**config.mk**
```make
export PLATFORM = sky130hd
export DESIGN_NAME = dma_dreq_agent_flat
export DESIGN_NICKNAME = d
export VERILOG_FILES = /design/src/rtl/dma_dreq_agent_if.sv /design/src/rtl/dma_dreq_agent.sv /design/src/flat_wrapper.sv
export SDC_FILE = /design/constraint.sdc
export NUM_CORES = 1
export LEC_CHECK = 0
export BUFFER_PORTS_ARGS = -buffer_cell sky130_fd_sc_hd__clkbuf_2
export CAP_MARGIN = 20
export CORE_ASPECT_RATIO = 1.2
export CORE_UTILIZATION = 55
export DETAILED_ROUTE_END_ITERATION = 10
export PLACE_DENSITY = 0.75
export SYNTH_ARGS = -nofsm -noshare
export SYNTH_HDL_FRONTEND = slang
export SYNTH_SLANG_ARGS = --single-unit
```
**constraint.sdc**
```tcl
create_clock -name CLK -period 5.5 [get_ports CLK]
set_input_delay 1.1 -clock CLK [delete_from_list [all_inputs] [get_ports CLK]]
set_output_delay 1.1 -clock CLK [all_outputs]
set_load 0.02 [all_outputs]
```
**src/rtl/dma_dreq_agent_if.sv**
```systemverilog
// DREQ/DACK bus between the request agent and the 8237-style DMA, plus per-channel control and status.
// The master side is the agent (drives DREQ and status); the slave side is the DMA/host stimulus.
interface dma_dreq_agent_if #(
  parameter int NUM_CH = 4,
  parameter int CNT_W  = 16
);
  logic [NUM_CH-1:0]       start;
  logic [2*NUM_CH-1:0]     mode;
  logic [CNT_W*NUM_CH-1:0] count;
  logic [NUM_CH-1:0]       DACK;
  logic                    xfer_stb;
  logic                    EOP_n;

  logic [NUM_CH-1:0]       DREQ;
  logic [NUM_CH-1:0]       busy;
  logic [NUM_CH-1:0]       done;
  logic [NUM_CH-1:0]       err;
  logic [NUM_CH-1:0]       eop_seen;
  logic [CNT_W*NUM_CH-1:0] xfer_cnt;

  modport master (
    input  start, mode, count, DACK, xfer_stb, EOP_n,
    output DREQ, busy, done, err, eop_seen, xfer_cnt
  );

  modport slave (
    output start, mode, count, DACK, xfer_stb, EOP_n,
    input  DREQ, busy, done, err, eop_seen, xfer_cnt
  );
endinterface

```
**src/rtl/dma_dreq_agent.sv**
```systemverilog
// Multi-channel DREQ agent: independent per-channel single/block/demand sequencers ending on count, EOP_n or watchdog.
// Outputs registered, 1 cycle after the sampled cause; the DMA paces us purely through DACK/xfer_stb.
module dma_dreq_agent #(
  parameter int NUM_CH         = 4,
  parameter int CNT_W          = 16,
  parameter int WD_W           = 24,
  parameter int TIMEOUT_CYCLES = 50000
) (
  input logic              CLK,
  input logic              RESET,
  dma_dreq_agent_if.master bus
);

  typedef enum logic [2:0] {
    S_IDLE,
    S_REQ,
    S_ACT,
    S_DRAIN,
    S_GAP,
    S_DONE
  } state_t;

  localparam logic [1:0]      M_SINGLE = 2'b00;
  localparam logic [1:0]      M_RSVD   = 2'b11;
  localparam logic [WD_W-1:0] WD_LIMIT = WD_W'(TIMEOUT_CYCLES - 1);

  for (genvar g = 0; g < NUM_CH; g++) begin : g_ch
    state_t           r_state, w_state_nxt;
    logic [1:0]       r_mode, w_mode_nxt;
    logic [CNT_W-1:0] r_count, w_count_nxt;
    logic [CNT_W:0]   r_cnt, w_cnt_nxt;
    logic [WD_W-1:0]  r_wd, w_wd_nxt;
    logic             r_dreq, w_dreq_nxt;
    logic             r_err, w_err_nxt;
    logic             r_eop, w_eop_nxt;
    logic             r_done;

    logic             w_dack;
    logic             w_cred;
    logic [CNT_W:0]   w_tgt;
    logic [CNT_W:0]   w_cnt_inc;
    logic             w_last;
    logic             w_timeout;
    logic [WD_W-1:0]  w_wd_step;

    // Counter is one bit wider so count=all-ones still reaches its target of 2**CNT_W.
    assign w_dack    = bus.DACK[g];
    assign w_cred    = bus.xfer_stb & w_dack;
    assign w_tgt     = {1'b0, r_count} + (CNT_W+1)'(1);
    assign w_cnt_inc = r_cnt + (CNT_W+1)'(w_cred && (r_cnt != w_tgt));
    assign w_last    = (w_cnt_inc == w_tgt);
    assign w_timeout = !w_cred && (r_wd == WD_LIMIT);
    assign w_wd_step = w_cred ? '0 : r_wd + WD_W'(1);

    always_comb begin
      w_state_nxt = r_state;
      w_mode_nxt  = r_mode;
      w_count_nxt = r_count;
      w_cnt_nxt   = r_cnt;
      w_wd_nxt    = r_wd;
      w_dreq_nxt  = r_dreq;
      w_err_nxt   = r_err;
      w_eop_nxt   = r_eop;

      unique case (r_state)
        S_IDLE: begin
          w_dreq_nxt = 1'b0;
          if (bus.start[g]) begin
            w_mode_nxt  = bus.mode[2*g +: 2];
            w_count_nxt = bus.count[CNT_W*g +: CNT_W];
            w_cnt_nxt   = '0;
            w_wd_nxt    = '0;
            w_eop_nxt   = 1'b0;
            if (bus.mode[2*g +: 2] == M_RSVD) begin
              w_err_nxt   = 1'b1;
              w_state_nxt = S_DONE;
            end else begin
              w_err_nxt   = 1'b0;
              w_dreq_nxt  = 1'b1;
              w_state_nxt = S_REQ;
            end
          end
        end

        S_REQ: begin
          w_wd_nxt = w_wd_step;
          if (w_timeout) begin
            w_err_nxt   = 1'b1;
            w_dreq_nxt  = 1'b0;
            w_state_nxt = S_DONE;
          end else if (w_dack) begin
            w_state_nxt = S_ACT;
          end
        end

        S_ACT: begin
          w_wd_nxt  = w_wd_step;
          w_cnt_nxt = w_cnt_inc;
          if (w_timeout) begin
            w_err_nxt   = 1'b1;
            w_dreq_nxt  = 1'b0;
            w_state_nxt = S_DONE;
          end else if (!w_dack) begin
            // The last transfer always leaves via DRAIN, so a DACK fall here is mid-sequence.
            w_dreq_nxt  = (r_mode != M_SINGLE);
            w_state_nxt = (r_mode == M_SINGLE) ? S_GAP : S_REQ;
          end else if (!bus.EOP_n) begin
            w_eop_nxt   = 1'b1;
            w_dreq_nxt  = 1'b0;
            w_state_nxt = S_DRAIN;
          end else if (w_last) begin
            w_dreq_nxt  = 1'b0;
            w_state_nxt = S_DRAIN;
          end else begin
            unique case (r_mode)
              2'b00:   w_dreq_nxt = r_dreq & ~w_cred;
              2'b01:   w_dreq_nxt = 1'b0;
              default: w_dreq_nxt = 1'b1;
            endcase
          end
        end

        S_DRAIN: begin
          w_wd_nxt   = w_wd_step;
          w_dreq_nxt = 1'b0;
          if (w_timeout) begin
            w_err_nxt   = 1'b1;
            w_state_nxt = S_DONE;
          end else if (!w_dack) begin
            w_state_nxt = S_DONE;
          end
        end

        S_GAP: begin
          w_dreq_nxt  = 1'b1;
          w_state_nxt = S_REQ;
        end

        S_DONE: begin
          w_dreq_nxt  = 1'b0;
          w_state_nxt = S_IDLE;
        end

        default: begin
          w_dreq_nxt  = 1'b0;
          w_state_nxt = S_IDLE;
        end
      endcase
    end

    always_ff @(posedge CLK) begin
      if (RESET) begin
        r_state <= S_IDLE;
        r_mode  <= '0;
        r_count <= '0;
        r_cnt   <= '0;
        r_wd    <= '0;
        r_dreq  <= 1'b0;
        r_err   <= 1'b0;
        r_eop   <= 1'b0;
        r_done  <= 1'b0;
      end else begin
        r_state <= w_state_nxt;
        r_mode  <= w_mode_nxt;
        r_count <= w_count_nxt;
        r_cnt   <= w_cnt_nxt;
        r_wd    <= w_wd_nxt;
        r_dreq  <= w_dreq_nxt;
        r_err   <= w_err_nxt;
        r_eop   <= w_eop_nxt;
        r_done  <= (w_state_nxt == S_DONE);
      end
    end

    assign bus.DREQ[g]                       = r_dreq;
    assign bus.busy[g]                       = (r_state != S_IDLE);
    assign bus.done[g]                       = r_done;
    assign bus.err[g]                        = r_err;
    assign bus.eop_seen[g]                   = r_eop;
    assign bus.xfer_cnt[CNT_W*g +: CNT_W]    = r_cnt[CNT_W-1:0];
  end

endmodule

```
**src/flat_wrapper.sv**
```systemverilog
// flat-port wrapper written by rule: the top's interface ports become plain ports
module dma_dreq_agent_flat 
#(
  parameter int NUM_CH         = 4,
  parameter int CNT_W          = 16,
  parameter int WD_W           = 24,
  parameter int TIMEOUT_CYCLES = 50000
)
  (CLK, RESET, bus_start, bus_mode, bus_count, bus_DACK, bus_xfer_stb, bus_EOP_n, bus_DREQ, bus_busy, bus_done, bus_err, bus_eop_seen, bus_xfer_cnt);
  dma_dreq_agent_if #(.NUM_CH(NUM_CH), .CNT_W(CNT_W)) bus_i ();
  input logic CLK;
  input logic RESET;
  input wire logic [$bits(bus_i.start)-1:0] bus_start;
  input wire logic [$bits(bus_i.mode)-1:0] bus_mode;
  input wire logic [$bits(bus_i.count)-1:0] bus_count;
  input wire logic [$bits(bus_i.DACK)-1:0] bus_DACK;
  input wire logic [$bits(bus_i.xfer_stb)-1:0] bus_xfer_stb;
  input wire logic [$bits(bus_i.EOP_n)-1:0] bus_EOP_n;
  output wire logic [$bits(bus_i.DREQ)-1:0] bus_DREQ;
  output wire logic [$bits(bus_i.busy)-1:0] bus_busy;
  output wire logic [$bits(bus_i.done)-1:0] bus_done;
  output wire logic [$bits(bus_i.err)-1:0] bus_err;
  output wire logic [$bits(bus_i.eop_seen)-1:0] bus_eop_seen;
  output wire logic [$bits(bus_i.xfer_cnt)-1:0] bus_xfer_cnt;
  assign bus_i.start = bus_start;
  assign bus_i.mode = bus_mode;
  assign bus_i.count = bus_count;
  assign bus_i.DACK = bus_DACK;
  assign bus_i.xfer_stb = bus_xfer_stb;
  assign bus_i.EOP_n = bus_EOP_n;
  assign bus_DREQ = bus_i.DREQ;
  assign bus_busy = bus_i.busy;
  assign bus_done = bus_i.done;
  assign bus_err = bus_i.err;
  assign bus_eop_seen = bus_i.eop_seen;
  assign bus_xfer_cnt = bus_i.xfer_cnt;
  dma_dreq_agent #(.NUM_CH(NUM_CH), .CNT_W(CNT_W), .WD_W(WD_W), .TIMEOUT_CYCLES(TIMEOUT_CYCLES)) u_core (.CLK(CLK), .RESET(RESET), .bus(bus_i));
endmodule
```
==> results_dict.tcl <==
set metrics [dict create \
    p_clk_share_pct 42.9 \
    antenna_found_initial 0 \
    worstHoldStart "u_core.g_ch[3].r_mode[0]" \
    numCtsBuffers 30 \
    power.density_nw_per_um2 279 \
    yosysWarnings 0 \
    clock_path_buffers 3 \
    synthTopCellsByCount "nand2_1 (291), dfxtp_1 (264), nor2_1 (255), a21oi_1 (180), xnor2_1 (121)" \
    die_w_um 159 \
    portBuffers 167 \
    grt_max_degree 119 \
    hold_path_end "u_core.g_ch[3].r_mode[0]" \
    rows 68 \
    worstPathArrival_ns 5.26 \
    clock.fmax_mhz 207 \
    tightest_slew_ns 1.06 \
    reg2reg_from "u_core.g_ch[1].r_count[0]" \
    finClkSkew_ns 0.0162 \
    die_h_um 190 \
    grt_usage_pct 26.5 \
    swShare_pct 27.7 \
    drive_above_1_share_pct 11.4 \
    r2r_slack_ns 0.68 \
    reg2reg_to "u_core.g_ch[1].r_dreq" \
    dieArea_um2 30200 \
    synth_nets 2276 \
    path_max_fanout 6 \
    async_reset_ff_share_pct 0 \
    hpwl_um 29900 \
    hold_depth 2 \
    irDropWorstVdd_v 0.000219 \
    cts_tree "built" \
    nets 2290 \
    pre_cts_slack_ns 0.731 \
    grt_pass1_wl_um 68100 \
    ys.flop_type "dfxtp_1" \
    area_growth_pct 8.35 \
    hp-class "flip-flop to flip-flop" \
    overflow 0 \
    finalCriticalPeriod_ns 4.82 \
    start_util_pct 56.1 \
    clkLatencyLatePin_ns 0.55 \
    start_kind "flip-flop" \
    synth_edf_count 0 \
    synth.avg_cell_area_um2 7.46 \
    power.internal_uw 3550 \
    cts.clk_slew.worst_paths_ns 0.06 \
    ant_nets 0 \
    ys_seq_elements 264 \
    clock-root-buffer "clkbuf_16" \
    rsz0062_at_grt "no" \
    fill_cells 2709 \
    combPwrFrac_pct 14.8 \
    synthCells 2176 \
    leakage_uw 0.00661 \
    setup_tns_ns 0 \
    cap_violations 0 \
    core_um2 28900 \
    io_pins 168 \
    grt_pass1_vias 14300 \
    cts_hold_buf 0 \
    synth.area.top_cells "dfxtp_1 (33%), nand2_1 (6.7%), xnor2_1 (6.5%)" \
    syn_area_um2 16200 \
    gp_congestion 0.959 \
    viasPerCell 5.96 \
    cts_sinks 264 \
    status "complete, no violations" \
    drv_slew 0 \
    p_seq_share_pct 42.3 \
    cts-resized-gates 0 \
    seq_area_frac_synth_pct 32.5 \
    ys_types 77 \
    fin_ws_ns 0.677 \
    vias 15500 \
    p_switching_uw 1360 \
    worstRegToRegCells 17 \
    cts_setup_buffers 0 \
    drt-total-wl_um 41700 \
    period_share_pct 87.7 \
    drt_iter0_markers 1043 \
    yosysTopAreaCell "dfxtp_1" \
    setup_violations 0 \
    relSlewSlack_pct 28.9 \
    num_antenna_cells 0 \
    synth_top_cell_area_share_pct 32.5 \
    hold_violations 0 \
    drc_errors 0 \
    crit_required_ns 5.93 \
    synthMostInstantiatedCell "nand2_1" \
    drtPass1Iterations 5 \
    endpoint_kind "flip-flop" \
    wl_per_cell_um 16.0 \
    cts.htree.levels 1 \
    path_class "flip-flop to flip-flop" \
]
==> power groups by stage <==
stage	combinational, uW	clock [uW]	sequential [uW]
finish	726	2110	2080
global route	815	2220	2090
CTS	720	2140	2080
detailed placement	715	0	2120
global placement	704	0	2110
floorplan	588	0	2070
==> final cells by class <==
type | count | area (um^2) | area share, %
timing repair buffer | 178 | 945 | 5.37
inverter | 26 | 97.6 | 0.555
clock buffer | 46 | 902 | 5.13
sequential | 264 | 5290 | 30.0
tap | 385 | 482 | 2.74
clock inverter | 10 | 155 | 0.882
multi-input combinational | 1690 | 9730 | 55.3
==> worst max-delay path by stage <==
stage                                          from                    end  slack, ns  cells past startpoint
after global placement    u_core.g_ch[1].r_count[0]  u_core.g_ch[1].r_dreq       0.87                     17
after floorplan           u_core.g_ch[1].r_count[0]  u_core.g_ch[1].r_dreq       1.24                     18
after detailed placement  u_core.g_ch[1].r_count[0]  u_core.g_ch[1].r_dreq       0.73                     17
after global routing      u_core.g_ch[1].r_count[0]  u_core.g_ch[1].r_dreq       0.24                     17
after CTS                 u_core.g_ch[1].r_count[0]  u_core.g_ch[1].r_dreq       0.70                     17
final                     u_core.g_ch[1].r_count[0]  u_core.g_ch[1].r_dreq       0.68                     17
==> critical path: stages, from the launching register on <==
cell	delay, ns
dfxtp_1	0.46
nand4_1	0.23
nor3_1	0.48
nand3_1	0.16
xnor2_1	0.18
nor4_1	0.29
nand3_1	0.11
nor4_1	0.24
nor2_1	0.08
ha_1	0.20
ha_1	0.24
and3_1	0.23
and3_1	0.23
and3_1	0.22
xnor2_1	0.12
or4_1	0.54
o41a_1	0.45
a211o_1	0.26
==> through the flow <==
step	hold WS, ns	cell area (um^2)	power (uW)	utilization (%)	instances
floorplan	0.441	16200	2660	-	2176
global placement	0.454	16500	2820	57.1	2542
detailed placement	0.462	16500	2830	57.1	2542
CTS	0.470	17600	4940	60.8	2598
global route	0.496	17600	5120	60.8	2599
finish	0.472	17600	4910	60.8	2599
==> registers in the layout, indices dropped and copies added, names as in the netlist <==
signal               cells
u_core.g_ch.r_wd        96
u_core.g_ch.r_dreq       4
u_core.g_ch.r_eop        4
u_core.g_ch.r_cnt       68
u_core.g_ch.r_err        4
u_core.g_ch.r_mode       8
u_core.g_ch.r_count     64
u_core.g_ch.r_state     12
u_core.g_ch.r_done       4
==> cells by family (layout without fill, tap and decap cells) <==
family          count (synthesis)  after routing  synth area share [%]
compound gates                427            427                  15.5
xor+xnor                      207            207                  11.7
fa+ha+maj                      16             16                  1.23
buf+inv                       222            260                  7.54
flops                         264            264                  32.5
mux                             3              3                 0.185
simple gates                 1037           1037                  31.3
==> cells in the final DEF, fill, tap and decap left out, types with 5 or more instances in the layout <==
cell       count
clkbuf_2     166
a22oi_1       36
a311oi_1      16
a211oi_1      10
or2_2          9
or3_1         29
or4_1          9
nand4_1       57
nor4b_1        7
nand3b_1       9
nor2b_1        5
and2_1        21
nand2b_1      12
ha_1          16
dfxtp_1      264
a21oi_1      180
nor4_1        48
nand4b_1       5
nor3b_1        5
inv_1         26
buf_4          9
clkbuf_16     31
clkbuf_8       7
o211ai_1       8
a31oi_1       24
nand2_1      291
o21ai_0      108
and4_1        18
xnor2_1      121
xor2_1        80
nor3_1        83
a21o_1         6
and3_1        54
clkbuf_1       8
nand3_1      100
nor2_1       255
==> metal layers <==
metal | up-vias | GRT usage, % | part of all wire, %
li1 | 7663 | - | -
met1 | 7292 | 32.8 | 43
met2 | 454 | 47.3 | 49
met3 | 71 | 4.15 | 6.1
met4 | 0 | 7.66 | 2.1
met5 | - | 0 | 0
Note: power is estimated with default switching activity, not from simulation.
